--- src/rtl/z3_slave_engine_if.sv ---
// Bus-side bundle of the Zorro III slave-cycle sequencer: decode and strobe inputs,
// per-target acknowledges, and the owner/handshake/status outputs.
interface z3_slave_engine_if #(
  parameter int NUM_TARGETS = 6,
  parameter int ERRCNT_W    = 8
);
  logic                   FCS_n;
  logic                   VALIDSPACE;
  logic [NUM_TARGETS-1:0] MATCH;
  logic                   DOE;
  logic [3:0]             DS_n;
  logic [NUM_TARGETS-1:0] TGT_DTACK;
  logic [NUM_TARGETS-1:0] TGT_SEL;
  logic                   SLAVE_n;
  logic                   DTACK;
  logic                   BERR;
  logic                   BUSY;
  logic [ERRCNT_W-1:0]    ERR_COUNT;

  modport master (
    output FCS_n, VALIDSPACE, MATCH, DOE, DS_n, TGT_DTACK,
    input  TGT_SEL, SLAVE_n, DTACK, BERR, BUSY, ERR_COUNT
  );

  modport slave (
    input  FCS_n, VALIDSPACE, MATCH, DOE, DS_n, TGT_DTACK,
    output TGT_SEL, SLAVE_n, DTACK, BERR, BUSY, ERR_COUNT
  );
endinterface

--- src/rtl/z3_slave_engine.sv ---
// Zorro III slave-cycle sequencer: one-hot owner select over decoded regions, programmable
// minimum wait before DTACK, and a data-phase timeout that answers with BERR and is counted.
module z3_slave_engine #(
  parameter int NUM_TARGETS = 6,
  parameter int MIN_WAIT    = 0,
  parameter int TIMEOUT     = 64,
  parameter int TMR_W       = 8,
  parameter int ERRCNT_W    = 8
) (
  input logic              CLK,
  input logic              RESET,
  z3_slave_engine_if.slave bus
);

  typedef enum logic [2:0] {
    S_IDLE,
    S_START,
    S_DATA,
    S_END,
    S_ERR
  } state_e;

  state_e                 state_q, state_d;
  logic [NUM_TARGETS-1:0] tgt_sel_q, tgt_sel_d;
  logic [TMR_W-1:0]       timer_q, timer_d;
  logic [ERRCNT_W-1:0]    err_cnt_q, err_cnt_d;
  logic                   dtack_q, dtack_d;
  logic                   berr_q, berr_d;

  logic                   hit;
  logic                   strobe;
  logic                   ack;
  logic                   wait_ok;
  logic                   tmo_hit;
  logic                   busy;
  logic [NUM_TARGETS-1:0] owner_sel;

  assign hit       = !bus.FCS_n && bus.VALIDSPACE && (|bus.MATCH);
  assign strobe    = bus.DOE && (bus.DS_n != 4'b1111);
  // x & -x isolates the lowest set bit, so simultaneous matches resolve to the lowest index.
  assign owner_sel = bus.MATCH & (~bus.MATCH + NUM_TARGETS'(1));
  assign ack       = |(bus.TGT_DTACK & tgt_sel_q);
  assign busy      = (state_q != S_IDLE);

  // Parameter-selected compares keep constant comparisons out of the netlist.
  if (MIN_WAIT == 0) begin : g_no_wait
    assign wait_ok = 1'b1;
  end else begin : g_wait
    assign wait_ok = (timer_q >= TMR_W'(MIN_WAIT));
  end

  if (TIMEOUT == 0) begin : g_no_timeout
    assign tmo_hit = 1'b0;
  end else begin : g_timeout
    assign tmo_hit = (timer_q == TMR_W'(TIMEOUT - 1));
  end

  // NOTE: async reset clears every flop here; there is no storage array that could be left unreset.
  always_ff @(posedge CLK or posedge RESET) begin
    if (RESET) begin
      state_q   <= S_IDLE;
      tgt_sel_q <= '0;
      timer_q   <= '0;
      err_cnt_q <= '0;
      dtack_q   <= 1'b0;
      berr_q    <= 1'b0;
    end else begin
      // NOTE: non-blocking assignments so every flop samples the pre-edge values of the others.
      state_q   <= state_d;
      tgt_sel_q <= tgt_sel_d;
      timer_q   <= timer_d;
      err_cnt_q <= err_cnt_d;
      dtack_q   <= dtack_d;
      berr_q    <= berr_d;
    end
  end

  always_comb begin
    // NOTE: default first so no path through the case leaves state_d unassigned (no latch).
    state_d = state_q;
    case (state_q)
      S_IDLE:  if (hit) state_d = S_START;
      S_START: begin
        if (bus.FCS_n)  state_d = S_IDLE;
        else if (strobe) state_d = S_DATA;
      end
      S_DATA: begin
        if (bus.FCS_n)          state_d = S_IDLE;
        else if (ack && wait_ok) state_d = S_END;
        else if (tmo_hit)        state_d = S_ERR;
      end
      S_END, S_ERR: if (bus.FCS_n) state_d = S_IDLE;
      default: state_d = S_IDLE;
    endcase
  end

  always_comb begin
    tgt_sel_d = tgt_sel_q;
    if (state_d == S_IDLE)      tgt_sel_d = '0;
    else if (state_q == S_IDLE) tgt_sel_d = owner_sel;

    timer_d = '0;
    if (state_q == S_DATA) begin
      timer_d = (timer_q == {TMR_W{1'b1}}) ? timer_q : timer_q + TMR_W'(1);
    end

    err_cnt_d = err_cnt_q;
    if ((state_q == S_DATA) && (state_d == S_ERR) && (err_cnt_q != {ERRCNT_W{1'b1}})) begin
      err_cnt_d = err_cnt_q + ERRCNT_W'(1);
    end

    // Registered from the next state so DTACK/BERR are glitch-free and mutually exclusive.
    dtack_d = (state_d == S_END);
    berr_d  = (state_d == S_ERR);
  end

  assign bus.TGT_SEL   = tgt_sel_q;
  assign bus.DTACK     = dtack_q;
  assign bus.BERR      = berr_q;
  assign bus.BUSY      = busy;
  assign bus.ERR_COUNT = err_cnt_q;
  assign bus.SLAVE_n   = !(hit || (busy && !bus.FCS_n));

endmodule
--- src/flat_wrapper.sv ---
// flat-port wrapper written by rule: the top's interface ports become plain ports
module z3_slave_engine_flat 
#(
  parameter int NUM_TARGETS = 6,
  parameter int MIN_WAIT    = 0,
  parameter int TIMEOUT     = 64,
  parameter int TMR_W       = 8,
  parameter int ERRCNT_W    = 8
)
  (CLK, RESET, bus_FCS_n, bus_VALIDSPACE, bus_MATCH, bus_DOE, bus_DS_n, bus_TGT_DTACK, bus_TGT_SEL, bus_SLAVE_n, bus_DTACK, bus_BERR, bus_BUSY, bus_ERR_COUNT);
  z3_slave_engine_if #(.NUM_TARGETS(NUM_TARGETS), .ERRCNT_W(ERRCNT_W)) bus_i ();
  input logic CLK;
  input logic RESET;
  input wire logic [$bits(bus_i.FCS_n)-1:0] bus_FCS_n;
  input wire logic [$bits(bus_i.VALIDSPACE)-1:0] bus_VALIDSPACE;
  input wire logic [$bits(bus_i.MATCH)-1:0] bus_MATCH;
  input wire logic [$bits(bus_i.DOE)-1:0] bus_DOE;
  input wire logic [$bits(bus_i.DS_n)-1:0] bus_DS_n;
  input wire logic [$bits(bus_i.TGT_DTACK)-1:0] bus_TGT_DTACK;
  output wire logic [$bits(bus_i.TGT_SEL)-1:0] bus_TGT_SEL;
  output wire logic [$bits(bus_i.SLAVE_n)-1:0] bus_SLAVE_n;
  output wire logic [$bits(bus_i.DTACK)-1:0] bus_DTACK;
  output wire logic [$bits(bus_i.BERR)-1:0] bus_BERR;
  output wire logic [$bits(bus_i.BUSY)-1:0] bus_BUSY;
  output wire logic [$bits(bus_i.ERR_COUNT)-1:0] bus_ERR_COUNT;
  assign bus_i.FCS_n = bus_FCS_n;
  assign bus_i.VALIDSPACE = bus_VALIDSPACE;
  assign bus_i.MATCH = bus_MATCH;
  assign bus_i.DOE = bus_DOE;
  assign bus_i.DS_n = bus_DS_n;
  assign bus_i.TGT_DTACK = bus_TGT_DTACK;
  assign bus_TGT_SEL = bus_i.TGT_SEL;
  assign bus_SLAVE_n = bus_i.SLAVE_n;
  assign bus_DTACK = bus_i.DTACK;
  assign bus_BERR = bus_i.BERR;
  assign bus_BUSY = bus_i.BUSY;
  assign bus_ERR_COUNT = bus_i.ERR_COUNT;
  z3_slave_engine #(.NUM_TARGETS(NUM_TARGETS), .MIN_WAIT(MIN_WAIT), .TIMEOUT(TIMEOUT), .TMR_W(TMR_W), .ERRCNT_W(ERRCNT_W)) u_core (.CLK(CLK), .RESET(RESET), .bus(bus_i));
endmodule
--- config.mk ---
export PLATFORM = sky130hd
export DESIGN_NAME = z3_slave_engine_flat
export DESIGN_NICKNAME = d
export VERILOG_FILES = /design/src/rtl/z3_slave_engine_if.sv /design/src/rtl/z3_slave_engine.sv /design/src/flat_wrapper.sv
export SDC_FILE = /design/constraint.sdc
export NUM_CORES = 1
export LEC_CHECK = 0
export ABC_AREA = 1
export BUFFER_PORTS_ARGS = -buffer_cell sky130_fd_sc_hd__buf_2
export CAP_MARGIN = 30
export CORE_ASPECT_RATIO = 0.75
export CORE_UTILIZATION = 30
export CTS_CLUSTER_SIZE = 16
export DETAILED_ROUTE_END_ITERATION = 7
export RECOVER_POWER = 50
export SLEW_MARGIN = 20
export SYNTH_ARGS = -nofsm -noshare
export SYNTH_HDL_FRONTEND = slang
export SYNTH_SLANG_ARGS = --single-unit
--- constraint.sdc ---
create_clock -name CLK -period 1.92 [get_ports CLK]
set_input_delay 0.096 -clock CLK [delete_from_list [all_inputs] [get_ports CLK]]
set_output_delay 0.096 -clock CLK [all_outputs]
set_load 0.03 [all_outputs]
Yosys cells after proc, flatten, opt, wreduce, memory -nomap -nowiden
Index checks and enable logic that the tools add are counted.
{ "word_totals": {"register_bits": 27, "input_bits": 21, "romBits": 0, "mem_count": 0, "elab_cells": 51, "latchBits": 0, "output_inout_bits": 18, "mem_bits_rw": 0} }
{ "classes": {"reduce_logical": 16, "n_shift": 0, "div_mod_pow": 0, "n_eq_ne": 11, "add_sub_neg": 3, "n_lt_le_gt_ge": 0, "n_bitwise": 3, "multipliers": 0, "muxes": 12} }
{ "op_table": {"columns": ["op", "n"], "rows": [
  ["$mux W3", 7],
  ["$add A8 B1 Y8 const B", 2],
  ["$mux W8", 2],
  ["$and A6 B6 Y6", 2],
  ["$mux W6", 2],
  ["$pmux W3 S4", 1],
  ["$reduce_or A6 Y1", 2],
  ["$eq A3 B2 Y1 const B", 3],
  ["$eq A8 B6 Y1 const B", 1],
  ["$eq A8 B8 Y1 const B", 1],
  ["$ne A8 B8 Y1 const B", 1],
  ["$add A6 B1 Y6 const B", 1],
  ["$eq A3 B3 Y1 const B", 2],
  ["$logic_and A1 B1 Y1", 6],
  ["$logic_not A3 Y1", 2],
  ["$not A6 Y6", 1],
  ["$ne A4 B4 Y1 const B", 1],
  ["$eq A3 B1 Y1 const B", 1],
  ["$reduce_bool A3 Y1", 1],
  ["$logic_not A1 Y1", 2],
  ["$ne A2 B2 Y1 const B", 1],
  ["$reduce_bool A2 Y1", 1],
  ["$reduce_or A2 Y1", 1],
  ["$logic_or A1 B1 Y1", 1]
]} }

Longest topological paths before layout
{ "logic_depth": {"word_depth": 8, "depth_mapped": 11, "ltp_nobuf": 11} }

Least setup slack after synthesis
OpenSTA, ideal clock, no wires.
{ "synth_path": {"path_type": "flip-flop to output port", "start": "register u_core.state_q[0]", "end": "output port bus_SLAVE_n", "path_slack_ns": 0.394, "path_buffers": 0, "stages_incl_launch_ff": 6, "arrival_ns": 1.430, "path_cell_list": "dfrtp_1 -> nor2_2 -> nand2_4 -> inv_4 -> nor2_1 -> a31oi_1"} }
{ "synth_between": {"elab_chain_len": 4} }
{ "synth_rtl": {"columns": ["element", "line_no", "text"], "rows": [
  ["from (decl)", "z3_slave_engine.sv:23", "state_e state_q, state_d;"],
  ["from (signal assigned)", "z3_slave_engine.sv:69", "state_q <= state_d;"],
  ["$reduce_bool A3 Y1", "z3_slave_engine.sv:43", "assign busy = (state_q != S_IDLE);"],
  ["named net bus_BUSY", "flat_wrapper.sv:24", "output wire logic [$bits(bus_i.BUSY)-1:0] bus_BUSY;"],
  ["$logic_and A1 B1 Y1", "z3_slave_engine.sv:122", "assign bus.SLAVE_n = !(hit || (busy && !bus.FCS_n));"],
  ["$logic_or A1 B1 Y1", "z3_slave_engine.sv:122", null],
  ["$logic_not A1 Y1", "z3_slave_engine.sv:122", null],
  ["to (decl)", "flat_wrapper.sv:21", "output wire logic [$bits(bus_i.SLAVE_n)-1:0] bus_SLAVE_n;"]
]} }
The timed path passes the listed nets, and every way through them passes these cells.

Worst setup path in the final report
{ "layout_path": {"start": "register u_core.state_q[0]", "end": "output port bus_SLAVE_n"} }
{ "layout_between": {"elab_chain_len": 4} }
{ "layout_rtl": {"columns": ["element", "line_no"], "rows": [
  ["$reduce_bool A3 Y1", "z3_slave_engine.sv:43"],
  ["$logic_and A1 B1 Y1", "z3_slave_engine.sv:122"],
  ["$logic_or A1 B1 Y1", "z3_slave_engine.sv:122"],
  ["$logic_not A1 Y1", "z3_slave_engine.sv:122"]
]} }
No other way between the ends.

==> results.cfg <==
[yosys]
synthFlopType = dfrtp_1
yosysWarnings = 0
yosysSeqAreaShare_pct = 42.9
avgSynthCellArea_um2 = 7.88
netlist_instances = 200
syn_nets = 223
ys_seq_elements = 27
synth-edff-count = 0
synth_cell_types = 31
syn_area_um2 = 1580
ys_async_sr_fraction_pct = 100

[min_path]
hp-class = in2reg
whs_path_depth = 4

[detailed_routing]
drt_iter0_markers = 81
dr_total_vias = 1388
wl_per_cell_um = 10.7
wirelength_um = 3390
viasPerCell = 4.39
drc = 0
first_pass_iters = 4
ant_nets = 0

[floorplanning]
die_w_um = 85.7
io_pins = 39
initial_core_util_pct = 31.6
die-area_um2 = 5550
rows = 22
die_y_um = 64.8
core-area_um2 = 4980

[setup_path]
reg2reg_depth = 8
crit_path_max_incr_delay_ns = 0.49
end_kind = primary output
crit_path_top_delay_cell = dfrtp_1
cp.required_ns = 1.82
worst-endpoint-arrival_ns = 1.66
path_max_fanout = 8
cp-start-kind = flip-flop
path_class = reg2out
path_cells = nor2_2 > nand2_4 > inv_4 > nor2_1 > a31oi_1 > buf_2

[cts]
cts-resized-gates = 0
cts_sinks = 27
hold_buffers = 1
cts_tree = done
cts_buffer_depth = 2
htree_num_levels = 1
cts_setup_buffers = 0
insertion_delay_ns = 0.27
numCtsBuffers = 3
path_clk_slew_ns = 0.10
cts_root_buf = clkbuf_8

[global_route]
grt_pass1_wl_um = 6020
grt_max_degree = 28
grt_pass1_vias = 1286
grt_overflow = 0
antenna_found_initial = 0
grt_usage_pct = 13.7

[timing]
period_needed_ns = 1.76
relSlewSlack_pct = 53.4
setup_violations = 0
hold_viol_final = 0
rsz0062_at_grt = no
clock_skew_ns = 0.00527
slew_violations = 0
hold_ws_ns = 0.115
worst_pin_slew_ns = 0.699
fin_tns_setup_ns = 0
fin_crit_sh_pct = 91.5
max_freq_mhz = 569

[placed_design]
placed_area_um2 = 1860
io_buffers = 38
place.gp.congestion = 0.817
dp_hpwl_um = 2590

[finish]
final_nets = 268
filler_cell_count = 525
regArea_um2 = 676
drive_above_1_share_pct = 23.0
area_growth_pct = 21.0
finalInstanceArea_um2 = 1910
final_common_cell = nand2_1
layout_common_cells = 56 x nand2_1, 29 x buf_2, 27 x dfrtp_1, 24 x inv_1, 19 x nand3_1
final_util_pct = 38.2
antenna_cells = 0
multi_input_area_um2 = 785

[power]
cellPowerDensity_nw_per_um2 = 583
p_leak_uw = 0.000990
power.total_uw = 1110
peakVddDrop_v = 0.000290

[flow_run]
maxCapViolCount = 0

[status]
status = complete, no violations
## routing by layer
metal	global-route usage, %	routed length, um
met5	0	0
met1	20.0	1890
met4	1.25	6
met3	3.06	152
met2	21.4	1340
## cell families (layout without fill, tap and decap cells)
logic type | Yosys count | in the layout | synth area share, %
AO/OA/AOI/OAI | 21 | 21 | 8.34
AND/OR/NAND/NOR | 114 | 114 | 36.0
XOR/XNOR | 7 | 7 | 3.89
flip-flops | 27 | 27 | 42.9
adder cells (fa/ha/maj) | 2 | 2 | 1.59
buffers and inverters | 29 | 73 | 7.31
## Yosys cell counts, types with 3 or more instances
cell | instances | area, um^2
nand2_1 | 56 | 210
dfrtp_1 | 27 | 676
inv_1 | 24 | 90.1
nand3_1 | 19 | 95.1
nor2_1 | 17 | 63.8
o21ai_0 | 7 | 35.0
nand2_2 | 4 | 25.0
nor2_2 | 4 | 25.0
xnor2_1 | 4 | 35.0
a21oi_1 | 3 | 15.0
a31oi_1 | 3 | 18.8
nor3_1 | 3 | 15.0
o21ai_1 | 3 | 15.0
xor2_1 | 3 | 26.3
## metrics by stage
| step | setup slack (ns) | cells |
|---|---|---|
| after floorplan | 0.394 | 200 |
| after global placement | 0.406 | 311 |
| after detailed placement | 0.367 | 311 |
| after CTS | 0.163 | 316 |
| after global routing | 0.0572 | 316 |
| final | 0.163 | 316 |
## path summary, 6_finish.rpt
path,startpoint,end,slack (ns)
max reg2reg,u_core.timer_q[0],u_core.bus.ERR_COUNT[2],0.35
min,bus_MATCH[4],u_core.bus.TGT_SEL[5],0.12
min reg2reg,u_core.timer_q[0],u_core.timer_q[0],0.50
max in group asynchronous,RESET,u_core.bus.ERR_COUNT[1],0.93
min in group asynchronous,RESET,u_core.bus.TGT_SEL[4],0.55
max,u_core.state_q[0],bus_SLAVE_n,0.16
## layout make-up
class                      count  area share (%)
inverter                      29            6.04
clock buffer                   3            2.17
multi-input combinational    144            41.2
tap                           72            4.73
sequential                    27            35.5
timing repair buffer          40            10.2
clock inverter                 1           0.263
## power by group
group	internal (uW)	total (uW)	switching [uW]
Clock	146	329	183
Sequential	580	594	14.2
Combinational	59.8	188	128
## flip-flops by register name, indices dropped and copies added (netlist names)
signal,cells
u_core.bus.TGT_SEL,6
u_core.bus.BERR,1
u_core.bus.ERR_COUNT,8
u_core.bus.DTACK,1
u_core.timer_q,8
u_core.state_q,3
## critical path: cells and delay by family, from the launching register on
kind,cells,cell delay (ns)
compound gates,1,0.19
simple gates,3,0.36
flops,1,0.49
buf+inv,2,0.34
No activity file was read; power rests on OpenSTA's default activity.
